===== src/rtl/fp_divider.sv =====
// rtl/fp_divider.sv - iterative restoring floating-point divider
//
// Computes a_in / b_in for a sign / EXP_WIDTH-bit biased exponent /
// MANTISSA_WIDTH-bit fraction format, one quotient bit per clock.
// Ports:
//   clk_in, rst_in      clock (rising edge), synchronous active-high reset
//   start_in            request, accepted when start_in && ready_out
//   a_in, b_in          dividend, divisor
//   ready_out           high while idle (also in the valid_out cycle)
//   valid_out           one-cycle pulse, fpd_out and flags are valid
//   fpd_out             quotient, truncated
//   overflow_out        exponent overflow, result saturated to infinity
//   underflow_out       exponent underflow, result flushed to zero
//   div_by_zero_out     divisor magnitude is zero
module fp_divider #(
  parameter int EXP_WIDTH      = 8,
  parameter int MANTISSA_WIDTH = 23
) (
  input  logic                                  clk_in,
  input  logic                                  rst_in,
  input  logic                                  start_in,
  input  logic [EXP_WIDTH+MANTISSA_WIDTH:0]     a_in,
  input  logic [EXP_WIDTH+MANTISSA_WIDTH:0]     b_in,
  output logic                                  ready_out,
  output logic                                  valid_out,
  output logic [EXP_WIDTH+MANTISSA_WIDTH:0]     fpd_out,
  output logic                                  overflow_out,
  output logic                                  underflow_out,
  output logic                                  div_by_zero_out
);

  localparam int W    = EXP_WIDTH + MANTISSA_WIDTH + 1;
  localparam int M    = MANTISSA_WIDTH;
  localparam int E    = EXP_WIDTH;
  localparam int CW   = $clog2(M + 2);
  localparam int BIAS = 2 ** (E - 1) - 1;
  localparam logic [E+1:0] BIAS_X = (E + 2)'(BIAS);
  localparam logic [E+1:0] EMAX_X = (E + 2)'(2 ** E - 1);
  localparam logic [CW-1:0] LAST_ITER = CW'(M + 1);

  typedef enum logic [1:0] {IDLE, DIVIDE, NORM} state_t;

  state_t        state;
  logic [W-1:0]  a_q, b_q;
  logic [M+1:0]  rem_q;
  logic [M+1:0]  quo_q;
  logic [CW-1:0] cnt_q;

  logic [E-1:0]  a_exp, b_exp;
  logic          a_zero, b_zero;
  logic [M+1:0]  mb_ext;
  logic          rem_ge;
  logic [M+1:0]  rem_sub;
  logic          q_msb;
  logic [M-1:0]  norm_frac;
  logic [E+1:0]  exp_calc;
  logic          exp_ovf, exp_unf;
  logic          res_sign;

  always_comb begin
    a_exp    = a_q[W-2:M];
    b_exp    = b_q[W-2:M];
    a_zero   = (a_q[W-2:0] == '0);
    b_zero   = (b_q[W-2:0] == '0);
    mb_ext   = {1'b0, ~b_zero, b_q[M-1:0]};
    // One restoring step: subtract the divisor when it fits.
    rem_ge   = (rem_q >= mb_ext);
    rem_sub  = rem_ge ? (rem_q - mb_ext) : rem_q;
    // Quotient lies in (1/2, 2); the top bit selects the normalising shift.
    q_msb     = quo_q[M+1];
    norm_frac = q_msb ? quo_q[M:1] : quo_q[M-1:0];
    exp_calc  = {2'b00, a_exp} - {2'b00, b_exp} + BIAS_X
                - {{(E+1){1'b0}}, ~q_msb};
    exp_ovf   = ($signed(exp_calc) >= $signed(EMAX_X));
    exp_unf   = exp_calc[E+1] || (exp_calc == '0);
    res_sign  = a_q[W-1] ^ b_q[W-1];
  end

  always_ff @(posedge clk_in) begin
    if (rst_in) begin
      state           <= IDLE;
      ready_out       <= 1'b1;
      valid_out       <= 1'b0;
      fpd_out         <= '0;
      overflow_out    <= 1'b0;
      underflow_out   <= 1'b0;
      div_by_zero_out <= 1'b0;
      a_q             <= '0;
      b_q             <= '0;
      rem_q           <= '0;
      quo_q           <= '0;
      cnt_q           <= '0;
    end else begin
      valid_out <= 1'b0;
      case (state)
        IDLE: begin
          if (start_in) begin
            a_q       <= a_in;
            b_q       <= b_in;
            // Partial remainder starts as the dividend mantissa with hidden bit.
            rem_q     <= {1'b0, (a_in[W-2:0] != '0), a_in[M-1:0]};
            quo_q     <= '0;
            cnt_q     <= '0;
            ready_out <= 1'b0;
            state     <= DIVIDE;
          end
        end
        DIVIDE: begin
          rem_q <= {rem_sub[M:0], 1'b0};
          quo_q <= {quo_q[M:0], rem_ge};
          cnt_q <= cnt_q + 1'b1;
          if (cnt_q == LAST_ITER) begin
            state <= NORM;
          end
        end
        NORM: begin
          valid_out <= 1'b1;
          ready_out <= 1'b1;
          state     <= IDLE;
          if (b_zero) begin
            fpd_out         <= {res_sign, {E{1'b1}}, {M{1'b0}}};
            div_by_zero_out <= 1'b1;
            overflow_out    <= 1'b0;
            underflow_out   <= 1'b0;
          end else if (a_zero) begin
            fpd_out         <= {res_sign, {(W-1){1'b0}}};
            div_by_zero_out <= 1'b0;
            overflow_out    <= 1'b0;
            underflow_out   <= 1'b0;
          end else begin
            div_by_zero_out <= 1'b0;
            overflow_out    <= exp_ovf;
            underflow_out   <= exp_unf && !exp_ovf;
            if (exp_ovf) begin
              fpd_out <= {res_sign, {E{1'b1}}, {M{1'b0}}};
            end else if (exp_unf) begin
              fpd_out <= {res_sign, {(W-1){1'b0}}};
            end else begin
              fpd_out <= {res_sign, exp_calc[E-1:0], norm_frac};
            end
          end
        end
        default: begin
          state     <= IDLE;
          ready_out <= 1'b1;
        end
      endcase
    end
  end

endmodule

===== config.mk =====
export PLATFORM = sky130hd
export DESIGN_NAME = fp_divider
export DESIGN_NICKNAME = d
export VERILOG_FILES = /design/src/rtl/fp_divider.sv
export SDC_FILE = /design/constraint.sdc
export NUM_CORES = 1
export LEC_CHECK = 0
export ABC_AREA = 1
export CORE_MARGIN = 4
export CORE_UTILIZATION = 40
export CTS_CLUSTER_DIAMETER = 200
export DETAILED_ROUTE_END_ITERATION = 16
export PLACE_DENSITY = 0.66
export SLEW_MARGIN = 10
export SYNTH_ARGS = -nofsm -noshare
export SYNTH_HDL_FRONTEND = slang
export SYNTH_SLANG_ARGS = --single-unit

===== constraint.sdc =====
create_clock -name clk_in -period 6.8 [get_ports clk_in]
set_input_delay 1.36 -clock clk_in [delete_from_list [all_inputs] [get_ports clk_in]]
set_output_delay 1.36 -clock clk_in [all_outputs]
set_load 0.01 [all_outputs]

Word-level counts from Yosys, hierarchy flattened --
Cells that the tools add are included.
Storage, ports and cells: flip-flop bits (word level) 158
Cells by class: eq/ne operators 5, reduce and logical (&&, ||, !) cells 13, bitwise logic cells 4, muxes and demuxes 23, $lt $le $gt $ge 2, $add $sub $neg 5
Operators with widths (count):
- 2-to-1 mux 31 bit | 4
- one-hot mux 25 bit (2 select lines) | 2
- logical NOT 31 bit | 2
- 2-to-1 mux 25 bit | 2
- nonzero test 31 bit | 1
- >= comparator 25 x 24 -> 1 bit | 1
- 2-to-1 mux 24 bit | 1
- subtractor 24 bit | 1
- 2-to-1 mux 23 bit | 1
- adder 9 x 8 -> 10 bit, second input constant | 1
- >= comparator 10 x 9 -> 1 bit, second input constant | 1
- logical NOT 10 bit | 1
- one-hot mux 5 bit (2 select lines) | 1
- subtractor 10 x 1 -> 10 bit | 1
- subtractor 8 x 8 -> 9 bit | 1
- AND reduction 2 bit | 4
- 2-to-1 mux 1 bit | 7
- adder 5 x 1 -> 5 bit, second input constant | 1
- equality test 5 bit, second input constant | 1
- 2-to-1 mux 5 bit | 1
- 2-to-1 mux 2 bit | 2
- inequality test 2 bit, second input constant | 2
- one-hot mux 2 bit (2 select lines) | 1
- NOT 1 bit | 3
- other kinds (9) | 9

Depth between registers and ports, before layout --
depth after elaboration 9, mapped depth 24

Least setup slack after synthesis --
Ideal clock, no wire load.
kind reg2reg, start register a_q[23], end register fpd_out[10], path buffers 1, clock period less this slack 3.038 ns, stages on the path, launching flop included 19, library setup time 0.132 ns, slack 3.762 ns, arrival time 2.906 ns, path through dfxtp_1 inv_1 ha_1 inv_1 fa_1 inv_1 ha_1 inv_1 fa_1 o21ai_0 xor2_1 inv_1 nor3_1 nand3_1 nand2_1 nand3_2 buf_4 nand3_1 a21oi_1
Between the ends: longest elaborated chain between the ends 9, elaborated cells on any way between the ends 11, those cells by class add/sub: 3; order compare: 1; mux: 4; reduce/logical: 3
RTL lines:
- from (decl) | RTL line 44 | logic [W-1:0] a_q, b_q;
- from (signal assigned) | RTL line 98 | a_q <= a_in;
- branches (longest 7 deep; another with adder 9 x 8 -> 10 bit)
- 2-to-1 mux 31 bit * | RTL line 125 | end else if (a_zero) begin
- 2-to-1 mux 31 bit * | RTL line 120 | if (b_zero) begin
- to (signal assigned) | RTL line 121 | fpd_out <= {res_sign, {E{1'b1}}, {M{1'b0}}};
- to (signal assigned) | RTL line 126 | fpd_out <= {res_sign, {(W-1){1'b0}}};
- to (signal assigned) | RTL line 135 | fpd_out <= {res_sign, {E{1'b1}}, {M{1'b0}}};
- to (decl) | RTL line 26 | output logic [EXP_WIDTH+MANTISSA_WIDTH:0] fpd_out,
Mark *: on every way between the ends. A chain may end at the register's enable or synchronous reset.

Worst setup path after layout --
start register state[0], end register quo_q[3]
Between the ends: longest elaborated chain between the ends 3, elaborated cells on any way between the ends 6, those cells by class eq/ne: 2; mux: 1; reduce/logical: 3
RTL lines:
- from (decl) | RTL line 43 | state_t state;
- from (signal assigned) | RTL line 81 | state <= IDLE;
- from (signal assigned) | RTL line 105 | state <= DIVIDE;
- from (signal assigned) | RTL line 113 | state <= NORM;
- equality test 2 x 1 -> 1 bit or logical NOT 2 bit (tied branches) | RTL line 95 | case (state)
- nonzero test 2 bit (no line) or inequality test 2 bit (tied branches)
- AND reduction 2 bit (no line)
- to (signal assigned) | RTL line 110 | quo_q <= {quo_q[M:0], rem_ge};
- to (decl) | RTL line 46 | logic [M+1:0] quo_q;
Parallel ways exist; a longest one is shown, timed or not.

==> summary.md <==
| Metric | Value |
|---|---|
| # rows | `52` |
| Register area share after synthesis | `37.4%` |
| Worst slew margin | `27.3%` |
| TritonCTS sink count | `158` |
| CTS tree | `done` |
| Finished Layout Cells | `1542` |
| Fin nets | `1372` |
| Final WL | `22000 um` |
| Detailed Routing Iterations Pass 1 | `5` |
| Crit-path cells | `inv_1 -> nor2_2 -> clkinv_1 -> nor2_1 -> clkinv_1 -> o22ai_1` |
| Crit-path slowest cell | `clkinv_1` |
| Reg area | `3160 um^2` |
| Lkg Pwr | `4.10 nW` |
| Most frequent cells in the layout | `nand2_1, a21oi_1, dfxtp_1` |
| Via count | `8006` |
| Pwr Total | `2.95 mW` |
| Multi-input logic area | `4540 um^2` |
| Pwr/cell area | `288 nW/um^2` |
| Antenna Cells | `0` |
| Vias in the first global route | `7635` |
| Post-detail-place hpwl | `15900 um` |
| Yosys reg bits | `158` |
| Crit path to | `quo_q[3]$_SDFFE_PP0P_` |
| First-pass GRT wire length | `36800 um` |
| Status | `completed` |
| Max IR drop VDD | `0.000148 V` |
| Share of cells above drive strength 1 | `4.64%` |
| Actual slew at the worst max-slew pin | `1.08 ns` |
| Worst slack at placement | `2.73 ns` |
| Die Span X | `153 um` |
| Largest net degree at the start of global routing | `99` |
| R2R setup slack | `2.94 ns` |
| Root buffer cell | `clkbuf_16` |
| Max Clk Rate | `0.259 GHz` |
| WS Path Type | `reg -> reg` |
| Syn Nets | `1301` |
| Cell area after layout | `10200 um^2` |
| Final hold vios | `0` |
| Top cells by area, synth | `dfxtp_1, a21oi_1, nand2_1` |
| GRT overflow | `0` |
| Post-Synthesis Cell Area | `8460 um^2` |
| Worst-path clk slew | `0.07 ns` |
| Top-area cell type share of the netlist area | `37.4%` |
| Startpoint Class | `flop` |
| Area after DPL | `9620 um^2` |
| Final Critical Period | `3.86 ns` |
| Most used cell, CP | `clkinv_1` |
| Area Overhead vs Synth | `21.0%` |
| Cells after Synth | `1189` |
| Reg2reg end | `quo_q[3]$_SDFFE_PP0P_` |
| Setup violations, final | `0` |
| H-tree depth | `4` |
| Initial antenna violation count | `0` |
| Critical path capture point type | `flop` |
| Total core area | `20500 um^2` |
| Gr usage total | `18.5%` |
| Cts repair resizes | `0` |
| Initial Util | `41.3%` |
| Die footprint | `23500 um^2` |
| Most common cell after layout, fill and taps aside | `nand2_1` |
| DRC viols | `0` |
| Worst Path Max Fanout | `34` |
| Worst r2r src | `state[0]$_SDFFE_PP0P_` |
| Placed insts | `1511` |
| RSZ-0062 raised after global routing | `false` |
| Via density | `5.19` |
| Synth warn | `0` |
| Max-slew violations | `0` |
| Max Cap Viol | `0` |
| FF-to-FF path depth | `6` |
| Final worst-path cycle share | `56.7%` |
| I/O Buffers | `103` |
| Worst Setup Slack, final | `2.94 ns` |
| DR iter-0 viols | `529` |
| Gpl congestion | `0.911` |
| Worst-skew pair later-pin latency | `0.43 ns` |
| Critical path data required time | `7.13 ns` |
| Setup Skew | `0.00739 ns` |
| Die extent in y | `153 um` |
| Worst path arrival time | `4.19 ns` |
| Top Ports | `104` |
| Total CTS buffers | `17` |
| Hold buffers post-CTS | `0` |
| Worst setup path start | `state[0]$_SDFFE_PP0P_` |
| Detail Route Antenna Nets | `0` |
| Synth unique cells | `41` |
| Setup TNS | `0 ns` |
| Worst Hold Class | `reg -> reg` |
| Syn Area/Cell | `7.11 um^2` |
| Fill cells | `2044` |
| Post-CTS Setup Bufs | `0` |
| Max incr delay on CP | `1.11 ns` |
| Longest Clk Path Bufs | `2` |
| DR WL/cell | `14.3 um` |
| Synth area leader | `dfxtp_1` |
==> cells in the mapped netlist, drive strengths merged <==
cell type and n:
nand2 226, a21oi 176, dfxtp 158, inv 132
o21ai 106, nor2 79, nand3 68, clkbuf 48
ha 42, xor2 20, nor4 18, nand4 16
o22ai 14, a211oi 13, nor3 11, o32ai 11
xnor2 9, buf 8, o21bai 5, a22o 4
clkinv 4, or2 4, a21boi 3, a21o 3
fa 3, o211ai 3, o21a 2, a221oi 1
nor3b 1, o311ai 1
==> critical path, delay by kind of cell (launching register included) <==
family	cells	cell delay (ns)
flops	1	0.41
compound gates	1	0.39
simple gates	2	1.11
buf+inv	3	1.85
==> registers in the layout (all words and copies together) (netlist names) <==
register and cells:
state 2, cnt_q 5, div_by_zero_out 1, b_q 32, quo_q 25, fpd_out 32, overflow_out 1, underflow_out 1
ready_out 1, a_q 32, valid_out 1, rem_q 25
==> metal layers <==
metal | track usage (%) | up-vias | share of wire, % | wire, um
met5 | 0 | - | 0 | 0
met4 | 5.76 | 0 | 1.9 | 426
met3 | 3.19 | 31 | 3.9 | 863
met2 | 30.4 | 154 | 46 | 10200
met1 | 25.0 | 3662 | 48 | 10600
li1 | - | 4159 | - | -
==> report_power, final <==
part           leakage (nW)  internal, mW  switching, mW
Clock                 0.301         0.591          0.425
Combinational          2.50         0.332          0.600
Sequential             1.29         0.974         0.0298
Total                  4.10          1.90           1.05
==> how the worst min path moves through the flow <==
stage                     depth (start not counted)                     from  slack (ns)                 endpoint
after floorplan                                   2   rem_q[22]$_SDFFE_PP0P_        0.44   rem_q[22]$_SDFFE_PP0P_
after global placement                            2      a_q[9]$_SDFFE_PP0P_        0.45      a_q[9]$_SDFFE_PP0P_
after detailed placement                          2      a_q[6]$_SDFFE_PP0P_        0.46      a_q[6]$_SDFFE_PP0P_
after CTS                                         2      a_q[6]$_SDFFE_PP0P_        0.47      a_q[6]$_SDFFE_PP0P_
after global routing                              2  fpd_out[5]$_SDFFE_PP0P_        0.48  fpd_out[5]$_SDFFE_PP0P_
final                                             2  fpd_out[7]$_SDFFE_PP0P_        0.46  fpd_out[7]$_SDFFE_PP0P_
==> stage by stage <==
step	utilization [%]	hold slack [ns]
after global routing	49.9	0.480
after floorplan	-	0.444
after global placement	46.9	0.453
final	49.9	0.464
after CTS	49.9	0.467
after detailed placement	46.9	0.456
==> layout make-up <==
class | count | share of cell area (%)
clock buffer | 17 | 4.16
clock inverter | 14 | 1.88
inverter | 136 | 4.99
multi-input combinational | 839 | 44.4
sequential | 158 | 30.9
tap | 270 | 3.30
timing repair buffer | 108 | 10.4
==> kinds of logic (layout without fill, tap and decap cells) <==
| group | count (synthesis) | in the layout | share of synthesized area [%] |
|---|---|---|---|
| compound gates | 342 | 342 | 22.1 |
| simple gates | 423 | 423 | 21.6 |
| fa+ha+maj | 45 | 45 | 6.92 |
| flops | 158 | 158 | 37.4 |
| buf+inv | 192 | 275 | 8.94 |
| xor+xnor | 29 | 29 | 3.09 |
Note: power is estimated with default switching activity, not from simulation.
